==> config.mk <==
export PLATFORM = sky130hd
export DESIGN_NAME = divide_freq_prog
export DESIGN_NICKNAME = d
export VERILOG_FILES = /design/src/rtl/divide_freq_prog.sv
export SDC_FILE = /design/constraint.sdc
export NUM_CORES = 1
export LEC_CHECK = 0
export BUFFER_PORTS_ARGS = -buffer_cell sky130_fd_sc_hd__buf_2
export CORE_ASPECT_RATIO = 0.6
export CORE_UTILIZATION = 50
export CTS_CLUSTER_SIZE = 16
export DETAILED_ROUTE_END_ITERATION = 10
export PLACE_DENSITY = 0.68
export RECOVER_POWER = 50
export SYNTH_ARGS = -nofsm -noshare
export SYNTH_HDL_FRONTEND = slang
export SYNTH_SLANG_ARGS = --single-unit
export TNS_END_PERCENT = 1
==> constraint.sdc <==
create_clock -name clock -period 3.2 [get_ports clock]
set_clock_uncertainty 0.2 [all_clocks]
set_input_delay 0.32 -clock clock [delete_from_list [all_inputs] [get_ports clock]]
set_output_delay 0.32 -clock clock [all_outputs]
set_load 0.03 [all_outputs]
==> src/rtl/divide_freq_prog.sv <==
// Programmable, pausable clock-enable generator: main divider with runtime-loadable divisor
// plus a cascaded sub divider. Define DIVIDE_FREQ_PROG_SQUARE_EN to add the square output.
module divide_freq_prog #(
    parameter int unsigned WIDTH       = 7,
    parameter int unsigned DIV_DEFAULT = 100,
    parameter int unsigned SUB_DIV     = 60
) (
    input  logic             clock,
    input  logic             reset,
    input  logic             enable,
    input  logic             div_load,
    input  logic [WIDTH-1:0] div_value,
    output logic             div_ack,
    output logic             tick,
    output logic             tick_sub,
    output logic [WIDTH-1:0] count
`ifdef DIVIDE_FREQ_PROG_SQUARE_EN
    ,
    output logic             square
`endif
);

    localparam int unsigned SUB_W = (SUB_DIV > 1) ? $clog2(SUB_DIV) : 1;
    localparam logic [SUB_W-1:0] SUB_LAST = SUB_W'(SUB_DIV - 1);
    localparam logic [WIDTH-1:0] DIV_RST = WIDTH'(DIV_DEFAULT);

    if (DIV_DEFAULT < 1 || DIV_DEFAULT > (2 ** WIDTH) - 1) begin : g_bad_div_default
        $error("DIV_DEFAULT out of range for WIDTH");
    end
    if (SUB_DIV < 1) begin : g_bad_sub_div
        $error("SUB_DIV must be at least 1");
    end

    logic [WIDTH-1:0] count_q, count_d;
    logic [SUB_W-1:0] sub_q, sub_d;
    logic [WIDTH-1:0] div_active_q, div_active_d;
    logic [WIDTH-1:0] pend_val_q, pend_val_d;
    logic             pend_q, pend_d;
    logic             tick_q, tick_sub_q, ack_q;
    logic             tick_d, tick_sub_d, ack_d;

    logic [WIDTH-1:0] div_last;
    logic             wrap;
    logic             sub_wrap;
    logic             load_ok;

    assign div_last = div_active_q - WIDTH'(1);
    assign wrap     = enable && (count_q == div_last);
    assign sub_wrap = wrap && (sub_q == SUB_LAST);
    assign load_ok  = div_load && (div_value != '0);

    always_comb begin
        count_d = count_q;
        if (enable) begin
            count_d = wrap ? '0 : count_q + WIDTH'(1);
        end
    end

    always_comb begin
        sub_d = sub_q;
        if (wrap) begin
            sub_d = sub_wrap ? '0 : sub_q + SUB_W'(1);
        end
    end

    // A load on the wrap edge itself is folded in before the apply decision, so it takes
    // effect at that same wrap; a later load simply overwrites an unapplied pending value.
    always_comb begin
        pend_val_d   = load_ok ? div_value : pend_val_q;
        pend_d       = pend_q | load_ok;
        div_active_d = div_active_q;
        ack_d        = 1'b0;
        if (wrap && pend_d) begin
            div_active_d = pend_val_d;
            pend_d       = 1'b0;
            ack_d        = 1'b1;
        end
    end

    assign tick_d     = wrap;
    assign tick_sub_d = sub_wrap;

    always_ff @(posedge clock) begin
        if (reset) begin
            count_q      <= '0;
            sub_q        <= '0;
            div_active_q <= DIV_RST;
            pend_val_q   <= '0;
            pend_q       <= 1'b0;
            tick_q       <= 1'b0;
            tick_sub_q   <= 1'b0;
            ack_q        <= 1'b0;
        end else begin
            count_q      <= count_d;
            sub_q        <= sub_d;
            div_active_q <= div_active_d;
            pend_val_q   <= pend_val_d;
            pend_q       <= pend_d;
            tick_q       <= tick_d;
            tick_sub_q   <= tick_sub_d;
            ack_q        <= ack_d;
        end
    end

    assign count    = count_q;
    assign tick     = tick_q;
    assign tick_sub = tick_sub_q;
    assign div_ack  = ack_q;

`ifdef DIVIDE_FREQ_PROG_SQUARE_EN
    logic square_q, square_d;

    // Compared against the divisor in force for the next period, so a new divisor's duty
    // starts cleanly at the wrap that applies it.
    always_comb begin
        square_d = square_q;
        if (enable) begin
            square_d = (count_d < (div_active_d >> 1));
        end
    end

    always_ff @(posedge clock) begin
        if (reset) begin
            square_q <= 1'b0;
        end else begin
            square_q <= square_d;
        end
    end

    assign square = square_q;
`endif

    a_sub_with_tick : assert property (@(posedge clock) disable iff (reset) tick_sub |-> tick);
    a_ack_with_tick : assert property (@(posedge clock) disable iff (reset) div_ack |-> tick);

endmodule
==> metrics.md, run 1 <==
| Metric | Value |
|---|---|
| Outcome | finished clean |
| Effective utilization at floorplan | a little under three fifths |
| Path type of the worst setup path | flip-flop to flip-flop |
| Antenna violations before repair | 0 |
| Clock insertion delay at the later pin of the skew report | 290 ps |
| Number of global-route vias before repair | roughly 1.2k |
| Timing endpoint of the critical path | div_active_q[3] |
| Most Crowded Layer GR | met2 |
| CP startpoint kind | flip-flop |
| Maximum buffer depth of the clock tree | 2 |
| Post-DR vias/cell | 5.887 |
| Critical path arrival | 2890 ps |
| Floorplan row count | 15 |
| Critical-path cell with the highest stage delay | sky130_fd_sc_hd__a31oi_1 |
| Max-slew violation count | 0 |
| Die width | 77.15 um |
| Met1 layer usage reported by global route | 30.81% |
| Worst r2r src | div_active_q[0] |
| Count of antenna diodes in the layout | 0 |
| Post_cts resized | 0 |
| Critical path required time | 3170 ps |
| Met2 Usage GRT | 33.27% |
| Maximum number of pins on one net before global-route repair | 43 |
| Layout overhead on the synthesized area | 13.15% |
| Core occupancy in the finished layout | a little over three fifths |
| Relative slew margins | a little under three fifths |
| Post-synth EDFFs | 0 |
| Synth area leaders | sky130_fd_sc_hd__dfxtp_1 (37%), sky130_fd_sc_hd__mux2_2 (4.0%), sky130_fd_sc_hd__nand2_1 (3.8%) |
| Final estimated routing congestion in global placement | between 0.8 and 0.9 |
| Number of sinks on the clock net | 31 |
| Max FO, Critical Path | 7 |
| Combinational cell fraction of total power | approximately 6.3% |
| Final number of setup-violating endpoints | 0 |
| Cell with the most instances after synthesis | sky130_fd_sc_hd__dfxtp_1 |
| Path category of the worst min-delay check | input port to flip-flop |
| Post-synthesis sequential element count | 31 |
| Count of routing violations after the opening detailed-route iteration | 74 |
| Number of nets in the layout | approximately 220 |
| Cell type contributing the most total cell area after synthesis | sky130_fd_sc_hd__dfxtp_1 |
| Number of I/O pins | 21 |
| Total power | 0.8409 mW |
| Root buf cell | sky130_fd_sc_hd__clkbuf_8 |
| Die H | ~47 um |
| Unrepaired setup endpoints after global routing | no |
| Count of buffers added by post-CTS timing repair for setup | 0 |
| Core region area | 3040 sq um |
| Clock-pin slew on the worst setup and hold paths | 70 ps |
| CTS tree | yes |
| Share of Yosys cell area claimed by the top area cell type | 36.63% |
| Number of endpoints with negative hold slack in the final report | 0 |
| Mean cell area of the mapped netlist | ~9 sq um |
| Layout cells sized above 1 | 17.07% |
| Internal Dissipation | roughly 0.65 mW |
| Count of H-tree levels built during CTS | 2 |
| Setup crit start | div_active_q[0] |
| First-pass detailed-route iteration total | 4 |
| Worst reg2reg path depth | 7 |
| Share of the yosys chip area belonging to registers | between 30 and 40% |
| Peak supply drop | between 0.2 and 0.3 mV |
| Terminus of the critical flop-to-flop path | div_active_q[3] |
| Placed wire-length estimate | about 2700 um |
| Total gr overflow | 0 |
| Power spent charging and discharging nets | 0.1935 mW |
| Maximum single-stage delay on the critical path | 480 ps |
| GRT Total Usage | around 22% |
| Switching portion of total power | between 20% and 30% |
| Proportion of synthesized flip-flops having asynchronous set or reset | 0% |
| Post-synthesis net count | 197 |
| CTS Buf Count | 5 |
| PortBufs | 20 |
| GR Layer Usage met3 | 7.184% |
| Synth cell count leaders | sky130_fd_sc_hd__dfxtp_1 (31), sky130_fd_sc_hd__nand2_1 (17), sky130_fd_sc_hd__nor2_1 (12), sky130_fd_sc_hd__nor3_1 (11) |
| Leakage power | 0.7492 nW |
| Cell area after synthesis | ~1700 sq um |
| Distinct cell type count after synthesis | 54 |
| Cells along the critical path | inv_1, ha_1, and2b_1, or3_1, a31oi_1, o211ai_2, mux2_2 |
| Pwr/cell area | approximately 440 nW/um^2 |
| Minimum period implied by the final worst setup slack | 2916 ps |
| Setup slack on the worst flop-to-flop path | 280 ps |
| Wire length of the first global-routing pass | 5927 um |
| Number of max-cap violations | 0 |
| Remaining number of nets flagged by the antenna check after routing | 0 |
| Post-route fraction of the period consumed by the critical path | 91.12% |
| Number of instances in the synthesized netlist | ~180 |
| Hold buffer count at CTS | 0 |
| Cell Area, Placed | 1828 sq um |
| Final TNS setup | 0 ps |
| Average wire per standard cell | 15.51 um |
| Number of warnings issued by yosys | 0 |
| Type of element capturing the critical path | flip-flop |
| Most used DFF post-synth | sky130_fd_sc_hd__dfxtp_1 |
| Total Die Area | between 3000 and 4000 sq um |
| Count of vias placed by the detailed router | 1454 |
| Sequential power share | 48.0% |
| Maximum frequency from static timing analysis | about 0.34 GHz |
| Routed wire length | between 3000 and 4000 um |
| Post-route DRC violation count | 0 |
| Portion of total power attributed to the clock network | a little under half |
| Post-route cell area | 1917 sq um |
| Slew of the pin with the lowest slew margin | around 670 ps |
## critical path: cells and delay by family, from the launching register on
family,cells,cell delay (ps)
mux,1,340
compound gates,2,820
buf+inv,1,110
flops,1,460
simple gates,2,570
fa+ha+maj,1,300
## registers in the layout, indices dropped and copies added, names as in the netlist
signal / count
pend_q: 1
pend_val_q: 7
count: 7
tick: 1
div_active_q: 7
tick_sub: 1
sub_q: 6
div_ack: 1
## how the worst min path moves through the flow
stage / from / end / slack [ps] / cells past startpoint
after global routing: div_value[6] / pend_val_q[6] / 110 / 3
after global placement: pend_val_q[5] / pend_val_q[5] / 240 / 2
after CTS: div_value[6] / pend_val_q[6] / 110 / 3
after detailed placement: pend_val_q[6] / pend_val_q[6] / 250 / 2
after floorplan: pend_val_q[0] / pend_val_q[0] / 240 / 2
final: div_value[6] / pend_val_q[6] / 110 / 3
## layer usage
layer / up-vias / part of all wire (%)
met5: - / 0
met4: 0 / 1.3
met3: 6 / 7.2
met2: 46 / 41
met1: 689 / 51
li1: 713 / -
## cells in the final DEF (no fill, tap or decap), types with 6 or more instances in the layout
master                      n
sky130_fd_sc_hd__dfxtp_1   31
sky130_fd_sc_hd__a21oi_1    6
sky130_fd_sc_hd__nand2b_1   6
sky130_fd_sc_hd__nor2b_1    7
sky130_fd_sc_hd__nor2_1    12
sky130_fd_sc_hd__nand2_1   17
sky130_fd_sc_hd__buf_2     10
sky130_fd_sc_hd__nor3_1    11
sky130_fd_sc_hd__xnor2_1    6
sky130_fd_sc_hd__clkbuf_1  11
sky130_fd_sc_hd__mux2_2     6
## through the flow
| step | hold WS (ps) | cells | setup slack (ps) |
|---|---|---|---|
| after floorplan | 236.8 | 183 | 557.2 |
| after global placement | 245.0 | 239 | 492.5 |
| after detailed placement | 253.4 | 239 | 348.1 |
| after CTS | 114.8 | 247 | 331.7 |
| after global routing | 110.4 | 247 | 143.7 |
| final | 115.0 | 247 | 284.0 |
## power groups by stage
stage | clock [mW] | combinational, mW | sequential, mW
final | 0.384 | 0.0531 | 0.404
after global routing | 0.416 | 0.0584 | 0.405
after CTS | 0.392 | 0.0549 | 0.403
after detailed placement | 0 | 0.0548 | 0.412
after global placement | 0 | 0.0525 | 0.412
after floorplan | 0 | 0.0319 | 0.415
## cell families (layout without fill, tap and decap cells)
logic type               after synthesis  after routing  synth area share, %
AO/OA/AOI/OAI                         36             36                18.84
XOR/XNOR                              12             12                7.016
adder cells (fa/ha/maj)                3              3                2.216
buffers and inverters                 12             34                2.659
flip-flops                            31             31                36.63
multiplexers                          10             10                6.351
AND/OR/NAND/NOR                       79             79                26.29
## area by class of cell
class	instances	area, sq um
clock buffer	5	68.82
clock inverter	3	43.79
fill	274	1124
inverter	5	18.77
multi-input combinational	140	1021
sequential	31	620.6
tap	42	52.55
timing repair buffer	21	91.34
No activity file was read; power rests on OpenSTA's default activity.
==> run 2, diff against run 1 <==
--- a/config.mk
+++ b/config.mk
@@ -5,12 +5,13 @@
 export SDC_FILE = /design/constraint.sdc
 export NUM_CORES = 1
 export LEC_CHECK = 0
+export ABC_AREA = 1
 export BUFFER_PORTS_ARGS = -buffer_cell sky130_fd_sc_hd__buf_2
 export CORE_ASPECT_RATIO = 0.6
-export CORE_UTILIZATION = 50
+export CORE_UTILIZATION = 56
 export CTS_CLUSTER_SIZE = 16
 export DETAILED_ROUTE_END_ITERATION = 10
-export PLACE_DENSITY = 0.68
+export PLACE_DENSITY = 0.76
 export RECOVER_POWER = 50
 export SYNTH_ARGS = -nofsm -noshare
 export SYNTH_HDL_FRONTEND = slang
==> run 2 against run 1 <==
  * Sequential power shrank 1%
  * Synthesized area decreased by 8.6%
  * Worst hold slack better by 3.2 ps
  * Count of clock-buffer cells in the layout is 1 higher
  * Design area decreased by 8.4%
  * Utilization up 5.6 points
  * Worst setup slack improved by 540 ps
  * Synthesized cell count grew 22%
  * Critical endpoint is now pend_q
  * Largest power group is now the clock network
==> metrics.md, run 2 <==
| Metric | Value |
|---|---|
| Cell type contributing the most total cell area after synthesis | sky130_fd_sc_hd__dfxtp_1 |
| Pwr/cell area | about 480 nW/um^2 |
| Final estimated routing congestion in global placement | 0.8941 |
| Switching portion of total power | 21.92% |
| Die H | 42.72 um |
| Count of buffers added by post-CTS timing repair for setup | 0 |
| Count of vias placed by the detailed router | 1391 |
| Number of I/O pins | 21 |
| Number of standard cells in the final layout excluding fillers | 281 |
| Number of nets in the layout | 262 |
| Average wire per standard cell | 11.57 um |
| Placed Instances | 273 |
| Met2 Usage GRT | 30.58% |
| Peak supply drop | 0.3898 mV |
| First-pass detailed-route iteration total | 4 |
| Final TNS setup | 0 ps |
| Main combinational cell family by area after synthesis | simple AND/OR/NAND/NOR gates |
| Clock-pin slew on the worst setup and hold paths | 70 ps |
| Outcome | finished clean |
| Antenna violations before repair | 0 |
| Area share of and/or/nand/nor cells after synthesis | 40.42% |
| Post-synthesis sequential element count | 31 |
| Most frequent standard cell in the layout excluding fill and tap cells | sky130_fd_sc_hd__nand2_1 |
| Path type of the worst setup path | flip-flop to flip-flop |
| Most used DFF post-synth | sky130_fd_sc_hd__dfxtp_1 |
| Count of routing violations after the opening detailed-route iteration | 82 |
| Die width | 69.87 um |
| Post-synth EDFFs | 0 |
| Total Die Area | 2985 sq um |
| Placed wire-length estimate | around 2400 um |
| Hold buffer count at CTS | 0 |
| Critical path arrival | 2350 ps |
| Distinct cell type count after synthesis | 25 |
| Synth area leaders | sky130_fd_sc_hd__dfxtp_1 (40%), sky130_fd_sc_hd__nand2_1 (18%), sky130_fd_sc_hd__nor2_1 (7.5%) |
| Root buf cell | sky130_fd_sc_hd__clkbuf_8 |
| Routed wire length | 3250 um |
| Cell with the most instances after synthesis | sky130_fd_sc_hd__nand2_1 |
| Effective utilization at floorplan | 60.52% |
| Max FO, Critical Path | 11 |
| Post-route fraction of the period consumed by the critical path | between 70% and 80% |
| Critical path required time | 3170 ps |
| Path category of the worst min-delay check | input port to flip-flop |
| Layout overhead on the synthesized area | 13.50% |
| Total gr overflow | 0 |
| Sequential power share | a little under half |
| Portion of total power attributed to the clock network | 47.4% |
| Number of global-route vias before repair | 1202 |
| Post-synthesis xor/xnor area fraction | 4.527% |
| Number of max-cap violations | 0 |
| Post-route DRC violation count | 0 |
| Number of endpoints with negative hold slack in the final report | 0 |
| Synth cell count leaders | sky130_fd_sc_hd__nand2_1 (75), sky130_fd_sc_hd__dfxtp_1 (31), sky130_fd_sc_hd__nor2_1 (31), sky130_fd_sc_hd__inv_1 (19), sky130_fd_sc_hd__nand3_1 (15) |
| Synthesized-area fraction occupied by ao, oa, aoi and oai cells | around 5.5% |
| CTS tree | yes |
| Final number of setup-violating endpoints | 0 |
| Slew of the pin with the lowest slew margin | 421.0 ps |
| CP startpoint kind | flip-flop |
| Max-slew violation count | 0 |
| Mean cell area of the mapped netlist | 6.941 sq um |
| Post_cts resized | 0 |
| GRT Total Usage | 25.03% |
| Core occupancy in the finished layout | 68.69% |
| Power spent charging and discharging nets | roughly 0.19 mW |
| Unrepaired setup endpoints after global routing | no |
| Cell area after synthesis | 1548 sq um |
| PortBufs | 20 |
| Leakage power | 0.8471 nW |
| GR Layer Usage met3 | 8.551% |
| Internal Dissipation | about 0.66 mW |
| Share of the yosys chip area belonging to registers | 40.10% |
| Combinational cell fraction of total power | 5.5% |
| Adder-Cell Fraction of Synth Area | 2.425% |
| Wire length of the first global-routing pass | 5595 um |
| Post-DR vias/cell | between 4 and 5 |
| Maximum buffer depth of the clock tree | 2 |
| Leading cell types in the layout, fill and taps excluded | sky130_fd_sc_hd__nand2_1 (76), sky130_fd_sc_hd__nor2_1 (31), sky130_fd_sc_hd__dfxtp_1 (31) |
| Number of warnings issued by yosys | 0 |
| Post-synthesis net count | between 200 and 250 |
| Core region area | 2557 sq um |
| Relative slew margins | 71.90% |
| Maximum frequency from static timing analysis | 0.4205 GHz |
| Type of element capturing the critical path | flip-flop |
| Number of instances in the synthesized netlist | about 220 |
| Minimum period implied by the final worst setup slack | 2378 ps |
| Proportion of synthesized flip-flops having asynchronous set or reset | 0% |
| CTS Buf Count | 5 |
| Worst slack, placed | 832.9 ps |
| Floorplan row count | 14 |
| Share of Yosys cell area claimed by the top area cell type | 40.10% |
| Remaining number of nets flagged by the antenna check after routing | 0 |
| Clock insertion delay at the later pin of the skew report | 290 ps |
| Count of antenna diodes in the layout | 0 |
| Maximum number of pins on one net before global-route repair | 12 |
| Least setup slack across all paths after layout | 821.9 ps |
| Most Crowded Layer GR | met1 |
| Mux share of post-synthesis cell area | 0% |
| Layout cells sized above 1 | 11.24% |
| Number of sinks on the clock net | 31 |
| Count of H-tree levels built during CTS | 2 |
| Met1 layer usage reported by global route | 38.78% |
run 2: changes by cell type after synthesis, sizes merged, moves of 7 or more:
cell / delta
nor2b: -7
inv: +16
nor3: -10
nand3: +13
nor2: +22
nand2: +61
run 2: per-stage QoR:
step | hold WS (ps) | area [sq um] | power, mW
3_5_place_dp | 257.1 | 1669 | 0.4535
6_report | 118.2 | 1757 | 0.8459
3_3_place_gp | 249.1 | 1669 | 0.4539
5_1_grt | 139.3 | 1757 | 0.8718
4_1_cts | 113.6 | 1787 | 0.8502
2_1_floorplan | 229.1 | 1548 | 0.4355
run 2: final cells by class:
| cell class | count | area (sq um) |
|---|---|---|
| multi-input combinational | 167 | 802.0 |
| clock inverter | 2 | 35.03 |
| fill | 242 | 800.8 |
| clock buffer | 6 | 82.58 |
| tap | 32 | 40.04 |
| sequential | 31 | 620.6 |
| timing repair buffer | 21 | 93.84 |
| inverter | 22 | 82.58 |
run 2: worst max-delay path: stages (launching register included):
cell and delay [ps]:
sky130_fd_sc_hd__dfxtp_1 350, sky130_fd_sc_hd__inv_1 100, sky130_fd_sc_hd__ha_1 320, sky130_fd_sc_hd__nand2_1 70
sky130_fd_sc_hd__nand3_1 80, sky130_fd_sc_hd__nor2_1 90, sky130_fd_sc_hd__nand2_1 70, sky130_fd_sc_hd__nor2_2 360
sky130_fd_sc_hd__nand2_1 360, sky130_fd_sc_hd__nand2_4 210, sky130_fd_sc_hd__a21oi_1 60
run 2: worst paths after layout:
check	cells past startpoint	slack (ps)	startpoint	to
hold reg to reg	2	270	pend_q	pend_q
hold / removal	3	120	div_value[1]	pend_val_q[1]
setup / recovery	10	820	div_active_q[0]	pend_q
setup reg to reg	10	820	div_active_q[0]	pend_q
run 2: routing by layer:
metal / wire [um] / vias to the layer above / share of wire, %
met5: 0 / - / 0
met4: 31 / 0 / 0.95
met3: 258 / 5 / 7.9
met2: 1171 / 34 / 36
met1: 1788 / 600 / 55
li1: - / 752 / -
run 2: logic make-up after synthesis:
| group | count (synthesis) |
|---|---|
| XOR/XNOR | 8 |
| AO/OA/AOI/OAI | 17 |
| buffers and inverters | 25 |
| AND/OR/NAND/NOR | 139 |
| flip-flops | 31 |
| adder cells (fa/ha/maj) | 3 |
run 2: power groups by stage:
stage / Sequential [mW] / Combinational [mW] / Clock (mW)
final: 0.399 / 0.0461 / 0.401
after global routing: 0.399 / 0.0529 / 0.419
after CTS: 0.399 / 0.0465 / 0.405
after detailed placement: 0.407 / 0.0462 / 0
after global placement: 0.407 / 0.0467 / 0
after floorplan: 0.411 / 0.0250 / 0
==> run 3, diff against run 2 <==
--- a/config.mk
+++ b/config.mk
@@ -8,10 +8,10 @@
 export ABC_AREA = 1
 export BUFFER_PORTS_ARGS = -buffer_cell sky130_fd_sc_hd__buf_2
 export CORE_ASPECT_RATIO = 0.6
-export CORE_UTILIZATION = 56
+export CORE_UTILIZATION = 50
 export CTS_CLUSTER_SIZE = 16
 export DETAILED_ROUTE_END_ITERATION = 10
-export PLACE_DENSITY = 0.76
+export PLACE_DENSITY = 0.72
 export RECOVER_POWER = 50
 export SYNTH_ARGS = -nofsm -noshare
 export SYNTH_HDL_FRONTEND = slang
==> constraint.sdc (replaced) <==
create_clock -name clock -period 2 [get_ports clock]
set_clock_uncertainty 0.2 [all_clocks]
set_input_delay 0.2 -clock clock [delete_from_list [all_inputs] [get_ports clock]]
set_output_delay 0.2 -clock clock [all_outputs]
set_load 0.03 [all_outputs]
==> run 3 against run 2 <==
  * Global-route usage grew 0.11 points
  * Utilization shrank 2.2 points
  * Die area grew 12%
  * Total power grew 50%
  * Via count grew 8.3%
  * Register-to-register slack lost 690 ps
  * Count of clock-buffer cells in the layout grew 2
  * Final cell count grew 7.1%
  * Worst hold slack lost 110 ps
  * Design area grew 10%
  * Critical endpoint is now sub_q[4]
  * Highest routed layer unchanged
==> metrics.md, run 3 (synthesis gave the netlist of run 2 again) <==
| Metric | Value |
|---|---|
| Register area | 623.1 sq um |
| Power spent charging and discharging nets | 0.2951 mW |
| Remaining number of nets flagged by the antenna check after routing | 0 |
| Post-route fraction of the period consumed by the critical path | 93.48% |
| CTS tree | yes |
| Maximum buffer depth of the clock tree | 2 |
| Area used by multi-input combinational logic | a little under 900 sq um |
| Worst r2r src | div_active_q[1] |
| Leakage power | 0.9111 nW |
| PortBufs | 20 |
| Clock insertion delay at the later pin of the skew report | ~280 ps |
| Final estimated routing congestion in global placement | between 0.8 and 0.9 |
| Final number of setup-violating endpoints | 0 |
| Die width | 73.83 um |
| Layout overhead on the synthesized area | 25.06% |
| Floorplan row count | 15 |
| Wire length of the first global-routing pass | approximately 5900 um |
| Placed wire-length estimate | 2677 um |
| Number of endpoints with negative hold slack in the final report | 0 |
| Path category of the worst min-delay check | input port to flip-flop |
| Max-slew violation count | 0 |
| Number of nets in the layout | 272 |
| Number of max-cap violations | 0 |
| Most Crowded Layer GR | met1 |
| Cells along the critical path | inv_2, ha_4, nand2_1, nand3_1, nor2_2, nand2_2, nor2_4, buf_8, nand3_1, nand2_1, nand2_1, nor2_1 |
| Count of vias placed by the detailed router | 1506 |
| Minimum period implied by the final worst setup slack | 1870 ps |
| Sequential power share | between 50% and 60% |
| Path type of the worst setup path | flip-flop to flip-flop |
| Worst Hold Margin | 9.372 ps |
| GRT Total Usage | between 20% and 30% |
| Relative slew margins | 75.15% |
| Number of sinks on the clock net | 31 |
| Slew of the pin with the lowest slew margin | 374.3 ps |
| Type of element capturing the critical path | flip-flop |
| Logic depth of the worst setup path including buffers | 12 |
| Met1 layer usage reported by global route | 38.07% |
| Layout fillers | 259 |
| Internal Dissipation | 0.9751 mW |
| Most frequent standard cell in the layout excluding fill and tap cells | sky130_fd_sc_hd__nand2_1 |
| Layout cells sized above 1 | ~18% |
| Worst slack, placed | between 20 and 30 ps |
| Switching portion of total power | between 20% and 30% |
| Count of antenna diodes in the layout | 0 |
| Outcome | finished clean |
| Buffers & Inverters on Critical Path | 2 |
| Critical-path cell with the highest stage delay | sky130_fd_sc_hd__dfxtp_2 |
| First-pass detailed-route iteration total | 4 |
| Root buf cell | sky130_fd_sc_hd__clkbuf_8 |
| Maximum single-stage delay on the critical path | 330 ps |
| Core occupancy in the finished layout | roughly 67% |
| Post-route DRC violation count | 0 |
| Effective utilization at floorplan | between 50% and 60% |
| Count of H-tree levels built during CTS | 2 |
| Max FO, Critical Path | 5 |
| GR Layer Usage met3 | 10.04% |
| Routed wire length | 3863 um |
| Clock-pin slew on the worst setup and hold paths | 60 ps |
| CTS Buf Count | 5 |
| Peak supply drop | 0.4478 mV |
| Critical path required time | 2020 ps |
| Setup slack on the worst flop-to-flop path | 130 ps |
| Least setup slack across all paths after layout | 130.3 ps |
| Portion of total power attributed to the clock network | a little over two fifths |
| Post-DR vias/cell | ~5 |
| Total gr overflow | 0 |
| CP startpoint kind | flip-flop |
| Number of I/O pins | 21 |
| Total power | 1.270 mW |
| Pwr/cell area | 656.2 nW/um^2 |
| Worst reg2reg path depth | 12 |
| Combinational cell fraction of total power | 6.7% |
| Critical path arrival | about 1900 ps |
| Number of global-route vias before repair | 1228 |
| Die H | 45.10 um |
| Count of routing violations after the opening detailed-route iteration | 159 |
| Terminus of the critical flop-to-flop path | sub_q[4] |
| Timing endpoint of the critical path | sub_q[4] |
| Leading cell types in the layout, fill and taps excluded | sky130_fd_sc_hd__nand2_1 (72), sky130_fd_sc_hd__nor2_1 (30), sky130_fd_sc_hd__dfxtp_1 (29) |
| Antenna violations before repair | 0 |
| Total Die Area | approximately 3300 sq um |
| Maximum frequency from static timing analysis | 0.5349 GHz |
| Family of cells with the greatest summed delay on the critical path | simple AND/OR/NAND/NOR gates |
| Maximum number of pins on one net before global-route repair | 11 |
| Setup crit start | div_active_q[1] |
| Average wire per standard cell | 12.83 um |
| Critical path's most frequent cell | sky130_fd_sc_hd__nand2_1 |
| Met2 Usage GRT | 32.48% |
| Core region area | 2909 sq um |
[run 3: changes by cell type in the layout (fill, tap and decap cells not counted), sizes merged]
cell,previous run,this run
clkinv,2,1
dlygate4sd3,0,2
bufinv,1,0
buf,10,17
clkbuf,17,20
[run 3: tightest hold or removal path: cells and delay by family]
family,cells,cell delay [ps]
compound gates,1,60
buf+inv,1,110
simple gates,1,70
[run 3: power groups by stage]
stage	Sequential, mW	Clock, mW	Combinational, mW
2_1_floorplan	0.657	0	0.0400
3_3_place_gp	0.652	0	0.0790
3_5_place_dp	0.652	0	0.0792
4_1_cts	0.638	0.553	0.0825
5_1_grt	0.639	0.599	0.0947
6_report	0.638	0.546	0.0856
[run 3: layout make-up]
cell class / instances / share of cell area [%]
clock buffer: 8 / 5.171
inverter: 22 / 4.396
multi-input combinational: 167 / 45.05
sequential: 31 / 32.19
tap: 42 / 2.715
timing repair buffer: 31 / 10.47
[run 3: through the flow]
stage               instance area [sq um]  std cells  TNS, ps
global route                         1936        301   -11.74
detailed placement                   1727        289        0
CTS                                  1847        299   -28.69
floorplan                            1548        223        0
finish                               1936        301        0
global placement                     1727        289        0
[run 3: metal layers]
metal | vias up | wire [um] | share of wire, %
met2 | 56 | 1594 | 41
met1 | 670 | 1972 | 51
met3 | 5 | 266 | 6.9
met4 | 0 | 29 | 0.75
met5 | - | 0 | 0
li1 | 775 | - | -
[run 3: repair_timing]
action | in CTS | in global routing
gates resized for setup | 0 | 19
pin swaps | 0 | 9
hold buffers | 2 | 0
hold endpoints to repair | 2 | 0
cloned | 0 | 1
setup buffers | 0 | 1
setup endpoints to repair | 4 | 23
[run 3: how the worst min path moves through the flow]
stage / startpoint / end / cells after the start
floorplan: enable / count[0] / 2
global placement: pend_val_q[4] / pend_val_q[4] / 2
detailed placement: pend_val_q[1] / pend_val_q[1] / 2
CTS: div_value[2] / pend_val_q[2] / 3
global route: div_value[2] / pend_val_q[2] / 3
finish: div_value[2] / pend_val_q[2] / 3
